**src/rtl/axi_lite_master_bridge.sv**
```systemverilog
// Bridges a single-outstanding command/response port onto an AXI-Lite master.
// A response wait may time out; the late response is then drained before new commands.
module axi_lite_master_bridge #(
    parameter int ADDR_WIDTH     = 32,
    parameter int DATA_WIDTH     = 32,
    parameter int TIMEOUT_CYCLES = 1024
) (
    input  logic                      clk,
    input  logic                      reset,
    input  logic                      cmd_valid,
    output logic                      cmd_ready,
    input  logic                      cmd_write,
    input  logic [ADDR_WIDTH-1:0]     cmd_addr,
    input  logic [DATA_WIDTH-1:0]     cmd_wdata,
    input  logic [DATA_WIDTH/8-1:0]   cmd_wstrb,
    output logic                      rsp_valid,
    input  logic                      rsp_ready,
    output logic [DATA_WIDTH-1:0]     rsp_rdata,
    output logic [1:0]                rsp_resp,
    output logic                      rsp_timeout,
    output logic                      m_axi_awvalid,
    input  logic                      m_axi_awready,
    output logic [ADDR_WIDTH-1:0]     m_axi_awaddr,
    output logic [2:0]                m_axi_awprot,
    output logic                      m_axi_wvalid,
    input  logic                      m_axi_wready,
    output logic [DATA_WIDTH-1:0]     m_axi_wdata,
    output logic [DATA_WIDTH/8-1:0]   m_axi_wstrb,
    input  logic                      m_axi_bvalid,
    output logic                      m_axi_bready,
    input  logic [1:0]                m_axi_bresp,
    output logic                      m_axi_arvalid,
    input  logic                      m_axi_arready,
    output logic [ADDR_WIDTH-1:0]     m_axi_araddr,
    output logic [2:0]                m_axi_arprot,
    input  logic                      m_axi_rvalid,
    output logic                      m_axi_rready,
    input  logic [DATA_WIDTH-1:0]     m_axi_rdata,
    input  logic [1:0]                m_axi_rresp
);
    localparam int STRB_WIDTH = DATA_WIDTH / 8;
    localparam int CNT_WIDTH  = (TIMEOUT_CYCLES > 0) ? $clog2(TIMEOUT_CYCLES + 1) : 1;
    localparam logic [CNT_WIDTH-1:0] CNT_MAX   = '1;
    localparam logic [CNT_WIDTH-1:0] CNT_LIMIT = CNT_WIDTH'(TIMEOUT_CYCLES);
    localparam bit TIMEOUT_EN = (TIMEOUT_CYCLES != 0);

    if (DATA_WIDTH != 32 && DATA_WIDTH != 64) begin : g_bad_data_width
        $fatal(1, "axi_lite_master_bridge: DATA_WIDTH must be 32 or 64");
    end

    typedef enum logic [2:0] {IDLE, WR_REQ, WR_RESP, RD_REQ, RD_RESP, RSP, DRAIN} state_t;

    state_t                  state_q, state_d;
    logic                    aw_done_q, aw_done_d;
    logic                    w_done_q, w_done_d;
    logic                    is_write_q, is_write_d;
    logic                    drain_q, drain_d;
    logic [ADDR_WIDTH-1:0]   addr_q, addr_d;
    logic [DATA_WIDTH-1:0]   wdata_q, wdata_d;
    logic [STRB_WIDTH-1:0]   wstrb_q, wstrb_d;
    logic [CNT_WIDTH-1:0]    cnt_q, cnt_d;
    logic [DATA_WIDTH-1:0]   rsp_rdata_q, rsp_rdata_d;
    logic [1:0]              rsp_resp_q, rsp_resp_d;
    logic                    rsp_timeout_q, rsp_timeout_d;
    logic                    timeout_hit;

    always_ff @(posedge clk) begin
        if (reset) begin
            state_q       <= IDLE;
            aw_done_q     <= 1'b0;
            w_done_q      <= 1'b0;
            is_write_q    <= 1'b0;
            drain_q       <= 1'b0;
            addr_q        <= '0;
            wdata_q       <= '0;
            wstrb_q       <= '0;
            cnt_q         <= '0;
            rsp_rdata_q   <= '0;
            rsp_resp_q    <= 2'b00;
            rsp_timeout_q <= 1'b0;
        end else begin
            state_q       <= state_d;
            aw_done_q     <= aw_done_d;
            w_done_q      <= w_done_d;
            is_write_q    <= is_write_d;
            drain_q       <= drain_d;
            addr_q        <= addr_d;
            wdata_q       <= wdata_d;
            wstrb_q       <= wstrb_d;
            cnt_q         <= cnt_d;
            rsp_rdata_q   <= rsp_rdata_d;
            rsp_resp_q    <= rsp_resp_d;
            rsp_timeout_q <= rsp_timeout_d;
        end
    end

    always_comb begin
        state_d       = state_q;
        aw_done_d     = aw_done_q;
        w_done_d      = w_done_q;
        is_write_d    = is_write_q;
        drain_d       = drain_q;
        addr_d        = addr_q;
        wdata_d       = wdata_q;
        wstrb_d       = wstrb_q;
        cnt_d         = cnt_q;
        rsp_rdata_d   = rsp_rdata_q;
        rsp_resp_d    = rsp_resp_q;
        rsp_timeout_d = rsp_timeout_q;
        timeout_hit   = TIMEOUT_EN && (cnt_q >= CNT_LIMIT);

        if ((state_q inside {WR_REQ, WR_RESP, RD_REQ, RD_RESP}) && (cnt_q != CNT_MAX)) begin
            cnt_d = cnt_q + 1'b1;
        end

        case (state_q)
            IDLE: begin
                if (cmd_valid) begin
                    addr_d     = cmd_addr;
                    wdata_d    = cmd_wdata;
                    wstrb_d    = cmd_wstrb;
                    cnt_d      = '0;
                    aw_done_d  = 1'b0;
                    w_done_d   = 1'b0;
                    is_write_d = cmd_write;
                    state_d    = cmd_write ? WR_REQ : RD_REQ;
                end
            end
            WR_REQ: begin
                // ready only matters while the matching valid is still up
                aw_done_d = aw_done_q | m_axi_awready;
                w_done_d  = w_done_q | m_axi_wready;
                if (aw_done_d && w_done_d) begin
                    state_d = WR_RESP;
                end
            end
            WR_RESP: begin
                if (m_axi_bvalid) begin
                    rsp_resp_d    = m_axi_bresp;
                    rsp_rdata_d   = '0;
                    rsp_timeout_d = 1'b0;
                    state_d       = RSP;
                end else if (timeout_hit) begin
                    rsp_resp_d    = 2'b10;
                    rsp_rdata_d   = '0;
                    rsp_timeout_d = 1'b1;
                    drain_d       = 1'b1;
                    state_d       = RSP;
                end
            end
            RD_REQ: begin
                if (m_axi_arready) begin
                    state_d = RD_RESP;
                end
            end
            RD_RESP: begin
                if (m_axi_rvalid) begin
                    rsp_resp_d    = m_axi_rresp;
                    rsp_rdata_d   = m_axi_rdata;
                    rsp_timeout_d = 1'b0;
                    state_d       = RSP;
                end else if (timeout_hit) begin
                    rsp_resp_d    = 2'b10;
                    rsp_rdata_d   = '0;
                    rsp_timeout_d = 1'b1;
                    drain_d       = 1'b1;
                    state_d       = RSP;
                end
            end
            RSP: begin
                if (rsp_ready) begin
                    state_d = drain_q ? DRAIN : IDLE;
                end
            end
            DRAIN: begin
                if (is_write_q ? m_axi_bvalid : m_axi_rvalid) begin
                    drain_d = 1'b0;
                    state_d = IDLE;
                end
            end
            default: state_d = IDLE;
        endcase
    end

    assign cmd_ready     = (state_q == IDLE);
    assign rsp_valid     = (state_q == RSP);
    assign rsp_rdata     = rsp_rdata_q;
    assign rsp_resp      = rsp_resp_q;
    assign rsp_timeout   = rsp_timeout_q;
    assign m_axi_awvalid = (state_q == WR_REQ) && !aw_done_q;
    assign m_axi_awaddr  = addr_q;
    assign m_axi_awprot  = 3'b000;
    assign m_axi_wvalid  = (state_q == WR_REQ) && !w_done_q;
    assign m_axi_wdata   = wdata_q;
    assign m_axi_wstrb   = wstrb_q;
    assign m_axi_bready  = (state_q == WR_RESP) || ((state_q == DRAIN) && is_write_q);
    assign m_axi_arvalid = (state_q == RD_REQ);
    assign m_axi_araddr  = addr_q;
    assign m_axi_arprot  = 3'b000;
    assign m_axi_rready  = (state_q == RD_RESP) || ((state_q == DRAIN) && !is_write_q);
endmodule

```
**config.mk**
```make
export PLATFORM = sky130hd
export DESIGN_NAME = axi_lite_master_bridge
export DESIGN_NICKNAME = d
export VERILOG_FILES = /design/src/rtl/axi_lite_master_bridge.sv
export SDC_FILE = /design/constraint.sdc
export NUM_CORES = 1
export LEC_CHECK = 0
export BUFFER_PORTS_ARGS = -buffer_cell sky130_fd_sc_hd__buf_2
export CORE_MARGIN = 2
export CORE_UTILIZATION = 49
export CTS_CLUSTER_DIAMETER = 30
export DETAILED_ROUTE_END_ITERATION = 8
export PLACE_DENSITY = 0.9
export RECOVER_POWER = 25
export SKIP_LAST_GASP = 1
export SLEW_MARGIN = 20
export SYNTH_ARGS = -nofsm -noshare
export SYNTH_HDL_FRONTEND = slang
export SYNTH_SLANG_ARGS = --single-unit
```
**constraint.sdc**
```tcl
create_clock -name clk -period 4.7 [get_ports clk]
set_clock_uncertainty 0.05 [all_clocks]
set_input_delay 0.705 -clock clk [delete_from_list [all_inputs] [get_ports clk]]
set_output_delay 0.705 -clock clk [all_outputs]
set_load 0.03 [all_outputs]
```
==> results of run 1 <==
-- tightest hold or removal path: stages --
cell	delay, ns
buf_2	0.09
nand2_1	0.04
a21oi_1	0.05
-- registers in the layout (all words and copies together) (netlist names) --
name          flops
cnt_q            11
drain_q           1
m_axi_araddr     32
rsp_timeout       1
m_axi_wstrb       4
state_q           3
w_done_q          1
is_write_q        1
rsp_resp          2
m_axi_wdata      32
rsp_rdata        32
aw_done_q         1
-- synthesized netlist by cell type, types with 3 or more instances --
master	count	share of area [%]
nor2_1	15	1.1
or3_1	3	0.38
a21oi_1	117	12
nor2b_1	4	0.50
or2_2	3	0.38
nand2_1	179	13
buf_2	4	0.40
o21ai_0	37	3.7
nand2b_1	4	0.50
buf_4	38	5.7
o31ai_1	7	1.1
o22ai_1	3	0.38
dfxtp_1	121	48
clkbuf_1	39	2.9
inv_1	8	0.60
or4_1	4	0.60
nand3_1	6	0.60
a211oi_1	3	0.45
nor3_1	7	0.70
-- metrics by stage --
step	util [%]	area (um2)	hold slack (ns)	cells
after floorplan	-	5020	0.393	646
after global placement	61.7	6060	0.389	955
after detailed placement	61.7	6060	0.393	955
after CTS	68.6	6740	0.371	987
after global routing	68.0	6670	0.372	987
final	68.0	6670	0.396	987
-- final cells by class --
class                      count  area [um2]
timing repair buffer         259        1230
clock inverter                13         239
clock buffer                  19         442
tap                          133         166
inverter                       8        30.0
fill                         851        3150
multi-input combinational    434        2140
sequential                   121        2420
-- metal layers --
layer | global-route usage, % | vias to the layer above | routed length (um)
li1 | - | 2520 | -
met1 | 26.3 | 2277 | 5310
met2 | 40.1 | 208 | 6590
met3 | 7.80 | 28 | 1130
met4 | 8.67 | 0 | 286
met5 | 0 | - | 0
-- cells by family (layout without fill, tap and decap cells) --
logic type | after synthesis | in the layout | share of synthesized area (%)
AND/OR/NAND/NOR | 241 | 241 | 20.8
other | 1 | 6 | 0.0750
AO/OA/AOI/OAI | 184 | 184 | 20.3
multiplexers | 2 | 2 | 0.400
buffers and inverters | 91 | 299 | 9.78
flip-flops | 121 | 121 | 48.4
adder cells (fa/ha/maj) | 1 | 1 | 0.250
-- where the power goes --
part	leakage (nW)	switching (mW)	internal, mW
Clock	0.325	0.473	1.00
Combinational	1.54	1.09	0.411
Sequential	0.986	0.161	1.20
-- final timing paths --
check / slack (ns) / depth (start not counted) / end
setup / recovery: 1.85 / 3 / rsp_valid
hold / removal: 0.40 / 3 / m_axi_wstrb[3]
setup reg to reg: 2.27 / 4 / cnt_q[6]
hold reg to reg: 0.40 / 2 / m_axi_wdata[16]
==> results.cfg, run 1 <==
[route]
first_iter_violations = 375
route.detailed.drc = 0
final_antenna_net_count = 0
wl_um = 13300
vias = 5033
wl_per_cell_um = 13.5
vias_per_cell = 5.10
drtPass1Iterations = 6

[cts]
cts_resized = 0
cts_htree_levels = 4
post_cts_buffers = 0
clockBufferDepth = 2
holdBufCountCts = 0
cts_sinks = 121
cts_buffers = 17
cts_root_buf = clkbuf_8
clkLatencyLatePin_ns = 0.48
cts_tree = yes
path_clk_slew_ns = 0.06

[placed_design]
io_buffers = 255
dp_slack_ns = 2.12
gp_congestion = 0.913
dpl.hpwl_um = 9230

[power]
power_mw = 4.33
p_per_area_mw_per_mm2 = 650
ir_drop_v = 0.000337
leakage_nw = 2.85

[synthesis]
synth_edf_count = 0
synth_warnings = 0
postSynthAreaPerCell_um2 = 7.80
netlist_area_mm2 = 0.00500
async_flop_share_pct = 0
yosys.cell_types.count = 49
ys_ff_latch = 121
yosysSeqAreaShare_pct = 48.4
synth_ff_type = dfxtp_1
syn_inst = 641

[critical_path]
cp_num_buf_inv = 2
worstSetupStartpointType = flop
max_stage_delay_ns = 0.81
end_kind = output port
path_class = flop to output port
critPathSlowestCell = dfxtp_1
cp.arrival_ns = 2.09
critical_path_required_ns = 3.94
r2r_start = state_q[1]
crit_path_start = state_q[2]
critical_path.cell_chain = inv_1 > nor3_1 > buf_2
critPathTopFamily = flip-flops
path_max_fanout = 21

[floorplanning]
initial_core_util_pct = 50.9
die_y_um = 105
die_x_um = 105
rows = 36
ios = 262
die_area_mm2 = 0.0110
core_area_mm2 = 0.00982

[finish]
final_common_cell = buf_2
syn_to_final_growth_pct = 33.4
nNetsFinal = 956
antenna_cells = 0
drive_above_1_share_pct = 28.2
layout_common_cells = 190 x buf_2, 178 x nand2_1, 121 x dfxtp_1

[timing]
setup_tns_ns = 0
finalMaxSlewViolations = 0
setup_slack_ns = 1.85
max-slew-margin-rel_pct = 44.3
tightest_slew_ns = 0.834
finalCritPeriodShare_pct = 60.6
max_freq_ghz = 0.351
finalHoldViolCount = 0
rsz0062_at_grt = no
finalSetupViolations = 0
period_needed_ns = 2.85

[flow_run]
drv_cap = 0

[global_routing]
track_usage_pct = 23.1
grt_pass1_vias = 4528
grt_overflow = 0
grt_pass1_wl_um = 21000
antenna_found_initial = 0
grt_start_max_net_pins = 78

[hold_path]
hold_path.startpoint = cmd_wstrb[3]
min_path_type = input pin to flop

[run_status]
status = finished, final reports clean
(Power assumes the default switching activity.)
==> run 2, diff against run 1 <==
--- a/config.mk
+++ b/config.mk
@@ -7,10 +7,10 @@
 export LEC_CHECK = 0
 export BUFFER_PORTS_ARGS = -buffer_cell sky130_fd_sc_hd__buf_2
 export CORE_MARGIN = 2
-export CORE_UTILIZATION = 49
+export CORE_UTILIZATION = 41
 export CTS_CLUSTER_DIAMETER = 30
 export DETAILED_ROUTE_END_ITERATION = 8
-export PLACE_DENSITY = 0.9
+export PLACE_DENSITY = 0.81
 export RECOVER_POWER = 25
 export SKIP_LAST_GASP = 1
 export SLEW_MARGIN = 20
==> constraint.sdc (replaced) <==
create_clock -name clk -period 2.4 [get_ports clk]
set_clock_uncertainty 0.05 [all_clocks]
set_input_delay 0.36 -clock clk [delete_from_list [all_inputs] [get_ports clk]]
set_output_delay 0.36 -clock clk [all_outputs]
set_load 0.03 [all_outputs]
==> run 2 against run 1 <==
  * Critical path depth is 1 higher
  * Combinational power rose by 110%
  * Sequential share of layout area rose by 0.43 points
  * Global-route usage fell by 4.1 points
  * Critical endpoint unchanged
  * Highest routed layer unchanged
==> results.cfg, run 2 (same netlist as run 1, synthesis figures left out) <==
[timing]
setup_tns_ns = 0
tightest_slew_ns = 0.536
rsz0062_at_grt = no
finalCritPeriodShare_pct = 85.1
period_needed_ns = 2.04
finalMaxSlewViolations = 0
finalHoldViolCount = 0
max_freq_ghz = 0.489
finalSetupViolations = 0
max-slew-margin-rel_pct = 64.3

[critical_path]
crit_path_start = state_q[2]
path_max_fanout = 19
worstSetupStartpointType = flop
r2r_start = cnt_q[0]
end_kind = output port
cp.arrival_ns = 1.63
critical_path_required_ns = 1.99
path_class = flop to output port

[cts]
cts_sinks = 121
clockBufferDepth = 2
cts_htree_levels = 4
cts_root_buf = clkbuf_16
post_cts_buffers = 0
cts_buffers = 17
cts_resized = 0
holdBufCountCts = 0
path_clk_slew_ns = 0.06
cts_tree = yes
clkLatencyLatePin_ns = 0.40

[hold_path]
min_path_type = input pin to flop
hold_path.startpoint = cmd_wdata[22]

[global_routing]
grt_pass1_wl_um = 20200
grt_pass1_vias = 4447
antenna_found_initial = 0
grt_start_max_net_pins = 71
track_usage_pct = 19.1
grt_overflow = 0

[power]
ir_drop_v = 0.000597
p_per_area_mw_per_mm2 = 1200
power_mw = 7.91
leakage_nw = 2.81

[placed_design]
io_buffers = 255
numPlacedInstances = 976
gp_congestion = 0.826
place_area_mm2 = 0.00615
dpl.hpwl_um = 8940

[floorplanning]
die_x_um = 114
initial_core_util_pct = 41.8
ios = 262
core_area_mm2 = 0.0120
rows = 40
die_area_mm2 = 0.0131
die_y_um = 114

[route]
final_antenna_net_count = 0
wl_per_cell_um = 12.7
vias = 4985
route.detailed.drc = 0
first_iter_violations = 318
drtPass1Iterations = 6
wl_um = 12800
vias_per_cell = 4.95

[finish]
drive_above_1_share_pct = 28.6
fill_cells = 1135
nNetsFinal = 963
final_common_cell = buf_2
final_area_mm2 = 0.00660
syn_to_final_growth_pct = 31.9
instances_no_fill = 1008
antenna_cells = 0
layout_common_cells = 189 x buf_2, 178 x nand2_1, 121 x dfxtp_1

[flow_run]
drv_cap = 0

[run_status]
status = finished, final reports clean
==> run 2: cell types whose count changed in the layout (fill, tap and decap cells not counted), sizes merged <==
cell      change
clkinv        +5
bufinv        -6
inv           -2
clkbuf        +1
clkinvlp      +3
buf           +6
==> run 2: final cells by class <==
cell class / count / area [um2] / area share [%]
repair buffers: 266 / 1310 / 19.8
multi-input cells: 434 / 2130 / 32.3
clock buffers: 19 / 443 / 6.72
clock inverters: 13 / 81.3 / 1.23
flip-flops and latches: 121 / 2420 / 36.7
inverters: 8 / 30.0 / 0.455
well taps: 147 / 184 / 2.79
==> run 2: final timing paths <==
check,slack (ns),cells after the start,end
hold reg to reg,0.40,2,m_axi_wdata[1]
setup reg to reg,0.54,5,cnt_q[6]
hold / removal,0.14,3,m_axi_wdata[22]
setup / recovery,0.36,4,rsp_valid
==> run 2: metal layers <==
| metal | vias up | routed length (um) | track usage [%] |
|---|---|---|---|
| met5 | - | 0 | 0 |
| met1 | 2258 | 5430 | 22.8 |
| li1 | 2532 | - | - |
| met3 | 16 | 955 | 5.88 |
| met2 | 179 | 6230 | 31.4 |
| met4 | 0 | 187 | 8.70 |
==> run 2: metrics by stage <==
| step | hold slack [ns] | setup WS [ns] | util [%] |
|---|---|---|---|
| final | 0.140 | 0.356 | 55.1 |
| after global routing | 0.126 | 0.300 | 55.1 |
| after CTS | 0.116 | 0.353 | 55.8 |
| after detailed placement | 0.393 | 0.541 | 51.4 |
| after global placement | 0.388 | 0.553 | 51.4 |
| after floorplan | 0.393 | 0.504 | - |
==> run 2: worst max-delay path, stage by stage (launching register included) <==
cell and delay (ns):
dfxtp_1 0.36, buf_4 0.25, inv_1 0.18, nor3_1 0.22, buf_2 0.23
==> run 2: where the power goes <==
group	switching [mW]	internal (mW)	total [mW]
clock network	0.883	1.33	2.21
registers	0.193	2.34	2.54
logic	2.26	0.906	3.16
